### src/rtl/perf_pkg.sv
// Shared types and constants for the pipeline event counter slice.
package perf_pkg;

   typedef enum logic [1:0] {IDLE, RUN, HALT} perf_state_t;

   localparam int MAX_EVT       = 16;
   localparam int SEL_IDX_CYCLE = 0;

endpackage

### src/rtl/perf_cnt_slice.sv
// One counter channel: increments on inc_i, saturates or wraps at all-ones,
// and keeps a sticky overflow flag until reset or clear.
module perf_cnt_slice
   import perf_pkg::*;
#(
   parameter int CNT_W    = 32,
   parameter int SAT_MODE = 1
) (
   input  logic             clk_i,
   input  logic             rst_i,
   input  logic             clr_i,
   input  logic             inc_i,
   output logic [CNT_W-1:0] cnt_o,
   output logic             ovf_o
);

   logic [CNT_W-1:0] cnt_q, cnt_d;
   logic             ovf_q, ovf_d;

   // An increment from all-ones is the overflow event; SAT_MODE picks hold or wrap.
   always_comb begin
      cnt_d = cnt_q;
      ovf_d = ovf_q;
      if (inc_i) begin
         if (&cnt_q) begin
            ovf_d = 1'b1;
            cnt_d = (SAT_MODE != 0) ? cnt_q : '0;
         end else begin
            cnt_d = cnt_q + CNT_W'(1);
         end
      end
   end

   always_ff @(posedge clk_i) begin
      if (rst_i || clr_i) begin
         cnt_q <= '0;
         ovf_q <= 1'b0;
      end else begin
         cnt_q <= cnt_d;
         ovf_q <= ovf_d;
      end
   end

   assign cnt_o = cnt_q;
   assign ovf_o = ovf_q;

endmodule

### src/rtl/pipe_event_counter.sv
// Pipeline event monitor: cycle counter plus N_EVT event counters, run/halt FSM,
// cycle limit and registered read port. Define PERF_SNAPSHOT_EN for a shadow read bank.
module pipe_event_counter
   import perf_pkg::*;
#(
   parameter  int N_EVT    = 4,
   parameter  int CNT_W    = 32,
   parameter  int SAT_MODE = 1,
   localparam int SEL_W    = $clog2(N_EVT + 1)
) (
   input  logic             clk_i,
   input  logic             rst_i,
   input  logic             start_i,
   input  logic             clr_i,
   input  logic [N_EVT-1:0] evt_i,
   input  logic [CNT_W-1:0] cyc_limit_i,
   input  logic             snap_i,
   input  logic [SEL_W-1:0] rd_sel_i,
   output logic [CNT_W-1:0] rd_data_o,
   output logic [CNT_W-1:0] cycle_o,
   output logic [N_EVT:0]   ovf_o,
   output logic             run_o,
   output logic             done_o
);

   perf_state_t      state_q, state_d;
   logic             countEn;
   logic             limitHit;
   logic [N_EVT:0]   incVec;
   logic [N_EVT:0]   ovfVec;
   logic [CNT_W-1:0] cnt     [N_EVT+1];
   logic [CNT_W-1:0] rdSrc   [N_EVT+1];
   logic [CNT_W-1:0] cycleInc;
   logic [CNT_W-1:0] rdMux;
   logic [CNT_W-1:0] rdData_q;

   // Counting only happens while running with the enable still held high.
   assign countEn  = (state_q == RUN) && start_i;
   assign incVec   = {evt_i & {N_EVT{countEn}}, countEn};
   assign cycleInc = cnt[SEL_IDX_CYCLE] + CNT_W'(1);
   assign limitHit = (cyc_limit_i != '0) && (cycleInc == cyc_limit_i);

   for (genvar g = 0; g <= N_EVT; g++) begin : gSlice
      perf_cnt_slice #(
         .CNT_W    (CNT_W),
         .SAT_MODE (SAT_MODE)
      ) uSlice (
         .clk_i (clk_i),
         .rst_i (rst_i),
         .clr_i (clr_i),
         .inc_i (incVec[g]),
         .cnt_o (cnt[g]),
         .ovf_o (ovfVec[g])
      );
   end

   always_ff @(posedge clk_i) begin
      if (rst_i || clr_i) begin
         state_q <= IDLE;
      end else begin
         state_q <= state_d;
      end
   end

   always_comb begin
      state_d = state_q;
      case (state_q)
         IDLE:    if (start_i) state_d = RUN;
         RUN: begin
            if (!start_i) begin
               state_d = IDLE;
            end else if (limitHit) begin
               state_d = HALT;
            end
         end
         HALT:    state_d = HALT;
         default: state_d = IDLE;
      endcase
   end

   always_comb begin
      run_o  = (state_q == RUN);
      done_o = (state_q == HALT);
   end

`ifdef PERF_SNAPSHOT_EN
   logic [CNT_W-1:0] shadow_q [N_EVT+1];

   // Shadow bank captures pre-increment live values so reads see a coherent set.
   always_ff @(posedge clk_i) begin
      if (rst_i || clr_i) begin
         for (int i = 0; i <= N_EVT; i++) shadow_q[i] <= '0;
      end else if (snap_i) begin
         for (int i = 0; i <= N_EVT; i++) shadow_q[i] <= cnt[i];
      end
   end

   assign rdSrc = shadow_q;
`else
   logic unusedSnap;

   assign unusedSnap = snap_i;
   assign rdSrc      = cnt;
`endif

   // Out-of-range selects fall through to zero.
   always_comb begin
      rdMux = '0;
      for (int i = 0; i <= N_EVT; i++) begin
         if (rd_sel_i == SEL_W'(i)) rdMux = rdSrc[i];
      end
   end

   always_ff @(posedge clk_i) begin
      if (rst_i) begin
         rdData_q <= '0;
      end else begin
         rdData_q <= rdMux;
      end
   end

   assign rd_data_o = rdData_q;
   assign cycle_o   = cnt[SEL_IDX_CYCLE];
   assign ovf_o     = ovfVec;

endmodule

### config.mk
export PLATFORM = sky130hd
export DESIGN_NAME = pipe_event_counter
export DESIGN_NICKNAME = d
export VERILOG_FILES = /design/src/rtl/perf_pkg.sv /design/src/rtl/perf_cnt_slice.sv /design/src/rtl/pipe_event_counter.sv
export SDC_FILE = /design/constraint.sdc
export NUM_CORES = 1
export LEC_CHECK = 0
export ABC_CLOCK_PERIOD_IN_PS = 3000
export BUFFER_PORTS_ARGS = -buffer_cell sky130_fd_sc_hd__buf_2
export CELL_PAD_IN_SITES_DETAIL_PLACEMENT = 1
export CELL_PAD_IN_SITES_GLOBAL_PLACEMENT = 2
export CORE_AREA = 2 2 180 182
export DETAILED_ROUTE_END_ITERATION = 8
export DIE_AREA = 0 0 182 184
export GPL_TIMING_DRIVEN = 1
export HOLD_SLACK_MARGIN = 0.08
export PLACE_DENSITY_LB_ADDON = 0.12
export SETUP_SLACK_MARGIN = 0.05
export SLEW_MARGIN = 20
export SYNTH_ARGS = -nofsm -noshare
export SYNTH_HDL_FRONTEND = slang
export SYNTH_SLANG_ARGS = --single-unit
### constraint.sdc
create_clock -name clk_i -period 3 [get_ports clk_i]
set_clock_uncertainty 0.15 [all_clocks]
set_input_delay 0.45 -clock clk_i [delete_from_list [all_inputs] [get_ports clk_i]]
set_output_delay 0.45 -clock clk_i [all_outputs]
set_load 0.01 [all_outputs]
# After elaboration in Yosys (flattened, before gate mapping)
# Index checks and enable logic that the tools add are counted.
# Widths: inputs -> output; s select.
# totals
in_bits	44
register_bits	199
out_inout_bits	71
wordCells	63
# classes
n_eq_ne	9
muxes	9
reduce_logical	22
add_sub_neg	5
bitwise_logic	6
# ops
op	n
$reduce_and 33->1	5
$add 32x1->32 const B	5
$mux 32	5
$reduce_and 32->1	5
$eq 32x32->1	1
$reduce_bool 32->1	1
$reduce_and 2->1	6
$eq 3x2->1 const B	2
$mux 2	3
$pmux 2 s3	1
$not 1->1	5
$and 4x4->4	1
$eq 3x1->1 const B	1
$eq 3x3->1 const B	1
$logic_not 3->1	1
$ne 3x2->1 const B	1
$eq 2x1->1 const B	1
$eq 2x2->1 const B	1
$logic_and 1x1->1	2
$logic_not 2->1	1
$ne 2x2->1 const B	1
$logic_or 1x1->1	1

# Logic depth before layout (Yosys ltp)
# Gate-level depths: netlist (run 1).
# logic_depth
depth_word	6
ltp_mapped	10
mapped_depth_nobuf	8

# Modules after synthesis
# Synthesis (run 1) repeated with hierarchy kept, for this count alone.
# hier_totals
hier_cells	1359
area_unflattened_um2	11994.0
# by_module_without_submodules
module	area_per_inst_um2	cells_each	seq_area_each_um2	instances
perf_cnt_slice	1771.7	206	660.6	5
pipe_event_counter	3135.5	329	680.7	1

# Worst setup path before layout (run 1)
# No wires, ideal clock.
# synth_timing
path_kind	reg2reg
startpoint	reg gSlice[0].uSlice.cnt_q[1]
endpoint	reg state_q[0]
path_buffers	2
arrival_ns	2.089
setup_ns	0.127
path_stages_with_launch	11
path_slack_ns	0.634
required_time_ns	2.723
synth_period_minus_slack_ns	2.366
path_cell_list	dfxtp_1 ha_1 buf_2 and2_1 buf_2 nor4_1 o21ai_0 o211a_1 or3_1 nor4_1 a21oi_1
# synth_via
elab_chain_cells	5
# synth_lines
item	line_no	text
from (decl)	perf_cnt_slice.sv:17	logic [CNT_W-1:0] cnt_q, cnt_d;
from (signal assigned)	perf_cnt_slice.sv:39	cnt_q <= cnt_d;
$add 32x1->32	pipe_event_counter.sv:40	assign cycleInc = cnt[SEL_IDX_CYCLE] + CNT_W'(1);
$eq 32x32->1	pipe_event_counter.sv:41	assign limitHit = (cyc_limit_i != '0) && (cycleInc == cyc_limit_i);
$logic_and 1x1->1	pipe_event_counter.sv:41	
$ne 3x2->1 (no line)	-	
$reduce_and 2->1 (no line)	-	
to (signal assigned)	pipe_event_counter.sv:61	state_q <= state_d;
to (decl)	pipe_event_counter.sv:26	perf_state_t state_q, state_d;
# No other way between the ends.
# A chain may end at the register's enable or synchronous reset.

# Worst setup path after layout (run 1)
# layout_timing
startpoint	reg gSlice[0].uSlice.cnt_q[0]
endpoint	reg gSlice[0].uSlice.cnt_q[13]
# layout_via
elab_chain_cells	3
word_cells_on_any_way	4
cone_classes	1 x add/sub; 1 x bitwise; 2 x reduce/logical
# layout_lines
item
parallel branches: the longest is 3 deep, another holds $add 32x1->32
# Parallel ways; which one is timed is not known.

==> summary.txt, run 1 <==
Global route
  – Tot GR Track Use: 23.6%
  – Largest net degree at the start of global routing: 51
  – Grt ovf: 0
  – Initial antenna violation count: 0
  – Vias in the first global route: 9846
  – First-pass GRT wire length: 60300 microns

Yosys
  – Synth Flop Type: dfxtp_1
  – YS warnings: 0
  – Yosys top cell area share: 35.7%
  – Syn avg cell area: 8.25 sq um
  – Synthesized area: 11200 sq um
  – Post-synth EDFFs: 0
  – Ys async rst share: 0%
  – Library cells used by synthesis: 67
  – Yosys reg bits: 199
  – Synth area leader: dfxtp_1
  – Count leader, synth: nor2_1
  – Synth top area cells: dfxtp_1, xor2_1, nor2_1
  – Mapped Cells: 1352
  – Top cells by count, synth: nor2_1, dfxtp_1, xor2_1
  – Sequential-to-total area share from yosys stat: 35.7%
  – Synth Net Count: 1401

Place
  – I/O Buffers: 113
  – GPL Wtd Cong: 0.848
  – Detail Placement HPWL: 29600 microns
  – Pre-CTS setup slack: 0.247 ns

Worst setup path
  – Critical Path Start: gSlice[0].uSlice.cnt_o[0]
  – CP endpoint kind: register
  – Worst r2r src: gSlice[0].uSlice.cnt_o[0]
  – R2r endpoint: gSlice[0].uSlice.cnt_o[13]
  – R2R Setup Slk: 0.22 ns
  – Crit Path Class: reg2reg
  – Critical Path Fanout Max: 29
  – FF-to-FF path depth: 9
  – Crit path DAT: 2.96 ns
  – Data required, critical path: 3.19 ns
  – Worst setup endpoint: gSlice[0].uSlice.cnt_o[13]
  – Critical Path Start Type: register

Floorplanning
  – Die area: 33500 sq um
  – Initial Utilization: 35.6%
  – Core area: 31400 sq um
  – Num rows: 65
  – Die outline width: 182 microns
  – IO Count: 115
  – Chip height: 184 microns

STA
  – RSZ-0062 raised after global routing: false
  – Max-slew headroom: 22.0%
  – Least-Margin Pin Slew: 1.16 ns
  – Period minus WS final: 2.78 ns
  – Max Fclk: 360 MHz
  – Final Setup Violations: 0
  – Setup ws final: 0.223 ns
  – Fin crit share: 92.6%
  – TNS Setup: 0 ns
  – Max-slew violation count: 0
  – Fin. Hold Viols: 0

CTS
  – Sink Count: 199
  – TritonCTS clock tree: yes
  – Root Buffer: clkbuf_16
  – CTS Buffer Depth: 2
  – H-tree depth: 4
  – CTS clock-pin slew for the worst setup and hold paths: 0.08 ns
  – TritonCTS Buffers: 17
  – Post-cts hold buffer count: 0
  – Clk_lat worst skew: 0.44 ns

Route
  – WL per Instance: 21.1 microns
  – Routed Antenna Nets: 0
  – Vias: 10077
  – DR pass1 iterations: 5
  – Initial drt markers: 686
  – Routed wire length: 38900 microns
  – DRC errors left: 0
  – Vias per std cell: 5.48

Pwr
  – Pwr/cell area: 426 nW/um^2
  – Pleak: 4.66 nW
  – Worst VDD drop: 0.000366 V

Finish
  – Layout cells sized above 1: 16.9%
  – Nets: 1473
  – Syn-to-layout area delta: 14.1%

Status
  – Status: finished clean

Min path
  – Min-delay worst type: in2reg

Run
  – MaxCap Viol Count: 0
-- cell usage in the layout, fill, tap and decap left out, types with 4 or more instances in the layout --
| master | netlist | routed |
|---|---|---|
| clkbuf_16 | 0 | 17 |
| nand4_2 | 5 | 5 |
| nand4_1 | 53 | 53 |
| dfxtp_1 | 199 | 199 |
| and3_1 | 38 | 38 |
| a22oi_1 | 11 | 11 |
| nand4b_1 | 4 | 4 |
| a31oi_1 | 5 | 4 |
| nand2_1 | 103 | 103 |
| or3_1 | 13 | 13 |
| buf_12 | 0 | 5 |
| a21oi_1 | 18 | 18 |
| mux2i_1 | 26 | 26 |
| and4_1 | 26 | 26 |
| xor2_1 | 110 | 110 |
| inv_6 | 0 | 6 |
| mux4_2 | 11 | 11 |
| nand3_1 | 66 | 66 |
| buf_2 | 25 | 113 |
| nor2b_1 | 4 | 4 |
| a211oi_1 | 8 | 8 |
| buf_4 | 44 | 56 |
| nor4_1 | 19 | 18 |
| o21ai_0 | 56 | 56 |
| a221o_1 | 20 | 20 |
| nor4_2 | 5 | 6 |
| inv_1 | 18 | 18 |
| xnor2_1 | 81 | 81 |
| nor3_1 | 31 | 30 |
| ha_1 | 5 | 5 |
| nor2_1 | 228 | 228 |
| and2_1 | 18 | 18 |
-- routing by layer --
metal | global-route usage [%] | part of all wire [%]
met5 | 0 | 0
met3 | 3.65 | 4.0
met1 | 34.6 | 50
met2 | 36.4 | 44
met4 | 5.19 | 1.4
-- sequential cells by signal, indices dropped and copies added (netlist names) --
signal               count
state_q                  2
gSlice.uSlice.ovf_o      5
rd_data_o               32
gSlice.uSlice.cnt_o    160
-- worst min-delay path by stage --
| stage | endpoint | slack (ns) | cells after the start | start |
|---|---|---|---|---|
| CTS | gSlice[4].uSlice.cnt_o[20] | 0.15 | 3 | clr_i |
| global route | gSlice[4].uSlice.cnt_o[20] | 0.18 | 3 | clr_i |
| detailed placement | gSlice[1].uSlice.ovf_o | 0.31 | 2 | gSlice[1].uSlice.ovf_o |
| global placement | gSlice[4].uSlice.ovf_o | 0.31 | 2 | gSlice[4].uSlice.ovf_o |
| floorplan | gSlice[0].uSlice.ovf_o | 0.29 | 2 | gSlice[0].uSlice.ovf_o |
| finish | gSlice[4].uSlice.cnt_o[20] | 0.16 | 3 | clr_i |
-- kinds of logic after synthesis --
| family | share of synthesized area, % |
|---|---|
| buffers and inverters | 6.45 |
| adder cells (fa/ha/maj) | 0.561 |
| XOR/XNOR | 15.0 |
| AO/OA/AOI/OAI | 8.55 |
| AND/OR/NAND/NOR | 29.2 |
| flip-flops | 35.7 |
| multiplexers | 4.55 |
-- what timing repair did --
action,4_1_cts,5_1_grt
gates resized for setup,0,1
setup buffers,0,1
endpoints found under the setup margin,0,3
-- layout make-up --
class / count / area [sq um]
flip-flops and latches: 199 / 3980
clock inverters: 14 / 186
well taps: 402 / 503
inverters: 18 / 67.6
repair buffers: 174 / 1090
diodes: 1 / 2.50
fillers: 3763 / 18700
clock buffers: 17 / 425
multi-input cells: 1014 / 6480
-- stage by stage --
step           hold WS, ns  instance area, sq um  power [mW]  utilization (%)  std cells
2_1_floorplan        0.288                 11200        2.88                -       1352
3_3_place_gp         0.308                 12100        3.01             38.6       1806
3_5_place_dp         0.309                 12100        3.01             38.6       1806
4_1_cts              0.148                 12700        5.48             40.5       1837
5_1_grt              0.180                 12700        5.62             40.6       1838
6_report             0.160                 12700        5.42             40.6       1839
-- worst max-delay path: stages (launching register included) --
cell and delay [ns]:
dfxtp_1 0.34, ha_1 0.31, and4_1 0.47, nand4_2 0.26
nor4_4 0.31, a31oi_2 0.22, buf_12 0.24, nand4_1 0.13
xor2_1 0.16, nor2_1 0.05
-- where the power goes --
part | internal (mW) | switching [mW] | total, mW
registers | 2.65 | 0.00347 | 2.65
clock network | 1.33 | 1.14 | 2.47
logic | 0.105 | 0.195 | 0.299
No activity file was read; power rests on OpenSTA's default activity.
==> run 2, diff against run 1 <==
PLACE_DENSITY_LB_ADDON = 0.1   (was 0.12)
==> run 2 against run 1 <==
Effect of this change:
- sequential cell count stayed put
- core utilization is 0.14 points lower
- maximum frequency is 0.34% higher
- critical path type unchanged
- critical path depth is 1 lower
- clock power is 6% lower
- highest routed layer unchanged
- setup slack better by 0.0093 ns
- largest cell class unchanged
- cell count hardly changed
- sequential share of layout area is 0.12 points higher
- largest power group unchanged
- power is 2.6% lower
==> summary.txt, run 2 (synthesis results as in run 1) <==
Route
  – Routed wire length: 38700 microns
  – Routed Antenna Nets: 0
  – DRC errors left: 0
  – Vias: 9933
  – Vias per std cell: 5.40
  – DR pass1 iterations: 4
  – Initial drt markers: 594
  – WL per Instance: 21.1 microns

Place
  – GPL Wtd Cong: 0.842
  – I/O Buffers: 113
  – Detail Placement HPWL: 29700 microns

Floorplanning
  – Chip height: 184 microns
  – Die outline width: 182 microns
  – Core area: 31400 sq um
  – IO Count: 115
  – Initial Utilization: 35.6%
  – Num rows: 65
  – Die area: 33500 sq um

Finish
  – Commonest non-fill, non-tap cell in the layout: nor2_1
  – Commonest non-fill, non-tap cells in the layout: nor2_1, dfxtp_1, buf_2, xor2_1, nand2_1
  – Area of the multi-input gates: 6490 sq um
  – Layout fillers: 3775
  – Syn-to-layout area delta: 13.7%
  – Max FFs per register: 160
  – FF/Latch Area: 3990 sq um
  – Inserted Diodes: 0
  – Layout cells sized above 1: 17.0%
  – Nets: 1473

STA
  – Min Hold Slack: 0.171 ns
  – Max-slew violation count: 0
  – RSZ-0062 raised after global routing: false
  – Period minus WS final: 2.77 ns
  – Max Fclk: 361 MHz
  – TNS Setup: 0 ns
  – Fin crit share: 92.2%
  – Final Setup Violations: 0
  – Least-Margin Pin Slew: 0.836 ns
  – Fin. Hold Viols: 0
  – Max-slew headroom: 43.9%

CTS
  – H-tree depth: 4
  – TritonCTS Buffers: 17
  – TritonCTS clock tree: yes
  – CTS clock-pin slew for the worst setup and hold paths: 0.08 ns
  – Clk_lat worst skew: 0.46 ns
  – Root Buffer: clkbuf_16
  – Post-cts hold buffer count: 0
  – Postcts setup bufs: 0
  – Sink Count: 199
  – CTS Buffer Depth: 2

Worst setup path
  – Buf+Inv Stages, Crit Path: 1
  – CP endpoint kind: register
  – Crit Path Class: reg2reg
  – Crit-path cells: buf_4 > and3_1 > nand4_1 > nand4bb_1 > a2111oi_2 > nand4b_1 > nor4_1 > a21oi_1
  – Data required, critical path: 3.17 ns
  – Largest stage delay, worst path: 0.44 ns
  – Critical Path Fanout Max: 8
  – Crit path DAT: 2.94 ns
  – Critical Path Start Type: register
  – Worst path slowest cell: nor4_1
  – Cell family contributing the most delay on the critical path: simple AND/OR/NAND/NOR gates

Global route
  – First-pass GRT wire length: 59700 microns
  – Initial antenna violation count: 1
  – Largest net degree at the start of global routing: 71
  – Vias in the first global route: 9701
  – Tot GR Track Use: 23.4%
  – Grt ovf: 0

Pwr
  – Pwr/cell area: 416 nW/um^2
  – Pleak: 4.64 nW
  – Total Power: 5.28 mW
  – Worst VDD drop: 0.000421 V

Run
  – MaxCap Viol Count: 0

Min path
  – Min-delay worst type: in2reg

Status
  – Status: finished clean
[run 2: cell type report]
type                       count  share of cell area, %
multi-input combinational   1014                   51.2
clock buffer                  19                   3.57
tap                          402                   3.96
clock inverter                12                  0.927
inverter                      18                  0.532
timing repair buffer         174                   8.46
sequential                   199                   31.4
[run 2: worst reg2reg max path, stage by stage, from the launching register on]
cell	delay, ns
dfxtp_1	0.34
buf_4	0.19
and3_1	0.34
nand4_1	0.27
nand4bb_1	0.29
a2111oi_2	0.37
nand4b_1	0.14
nor4_1	0.44
a21oi_1	0.12
[run 2: worst paths after layout]
path	start	end	slack (ns)	cells past startpoint
max	gSlice[0].uSlice.cnt_o[0]	state_q[0]	0.23	8
min	clr_i	gSlice[4].uSlice.cnt_o[20]	0.17	3
max reg2reg	gSlice[0].uSlice.cnt_o[0]	state_q[0]	0.23	8
min reg2reg	gSlice[3].uSlice.ovf_o	gSlice[3].uSlice.ovf_o	0.32	2
[run 2: stage by stage]
step                      utilization [%]  cell area [sq um]  setup slack [ns]  std cells
after global placement               38.6              12100             0.195       1807
after floorplan                         -              11200             0.634       1352
after CTS                            40.4              12700             0.178       1838
after detailed placement             38.6              12100             0.194       1807
final                                40.4              12700             0.233       1838
after global routing                 40.4              12700            0.0571       1838
[run 2: report_power, final]
part | switching (mW) | internal, mW | total (mW)
Sequential | 0.00319 | 2.65 | 2.65
Clock | 1.13 | 1.20 | 2.33
Combinational | 0.192 | 0.104 | 0.296
[run 2: repair_timing]
action,4_1_cts,5_1_grt
setup endpoints to repair,0,21
endpoints found under the hold margin,0,0
gates resized for setup,0,3
[run 2: metal layers]
layer,track usage (%),wire [microns]
met1,34.1,19900
met2,36.8,17200
met3,3.27,1270
met4,4.87,365
met5,0,0
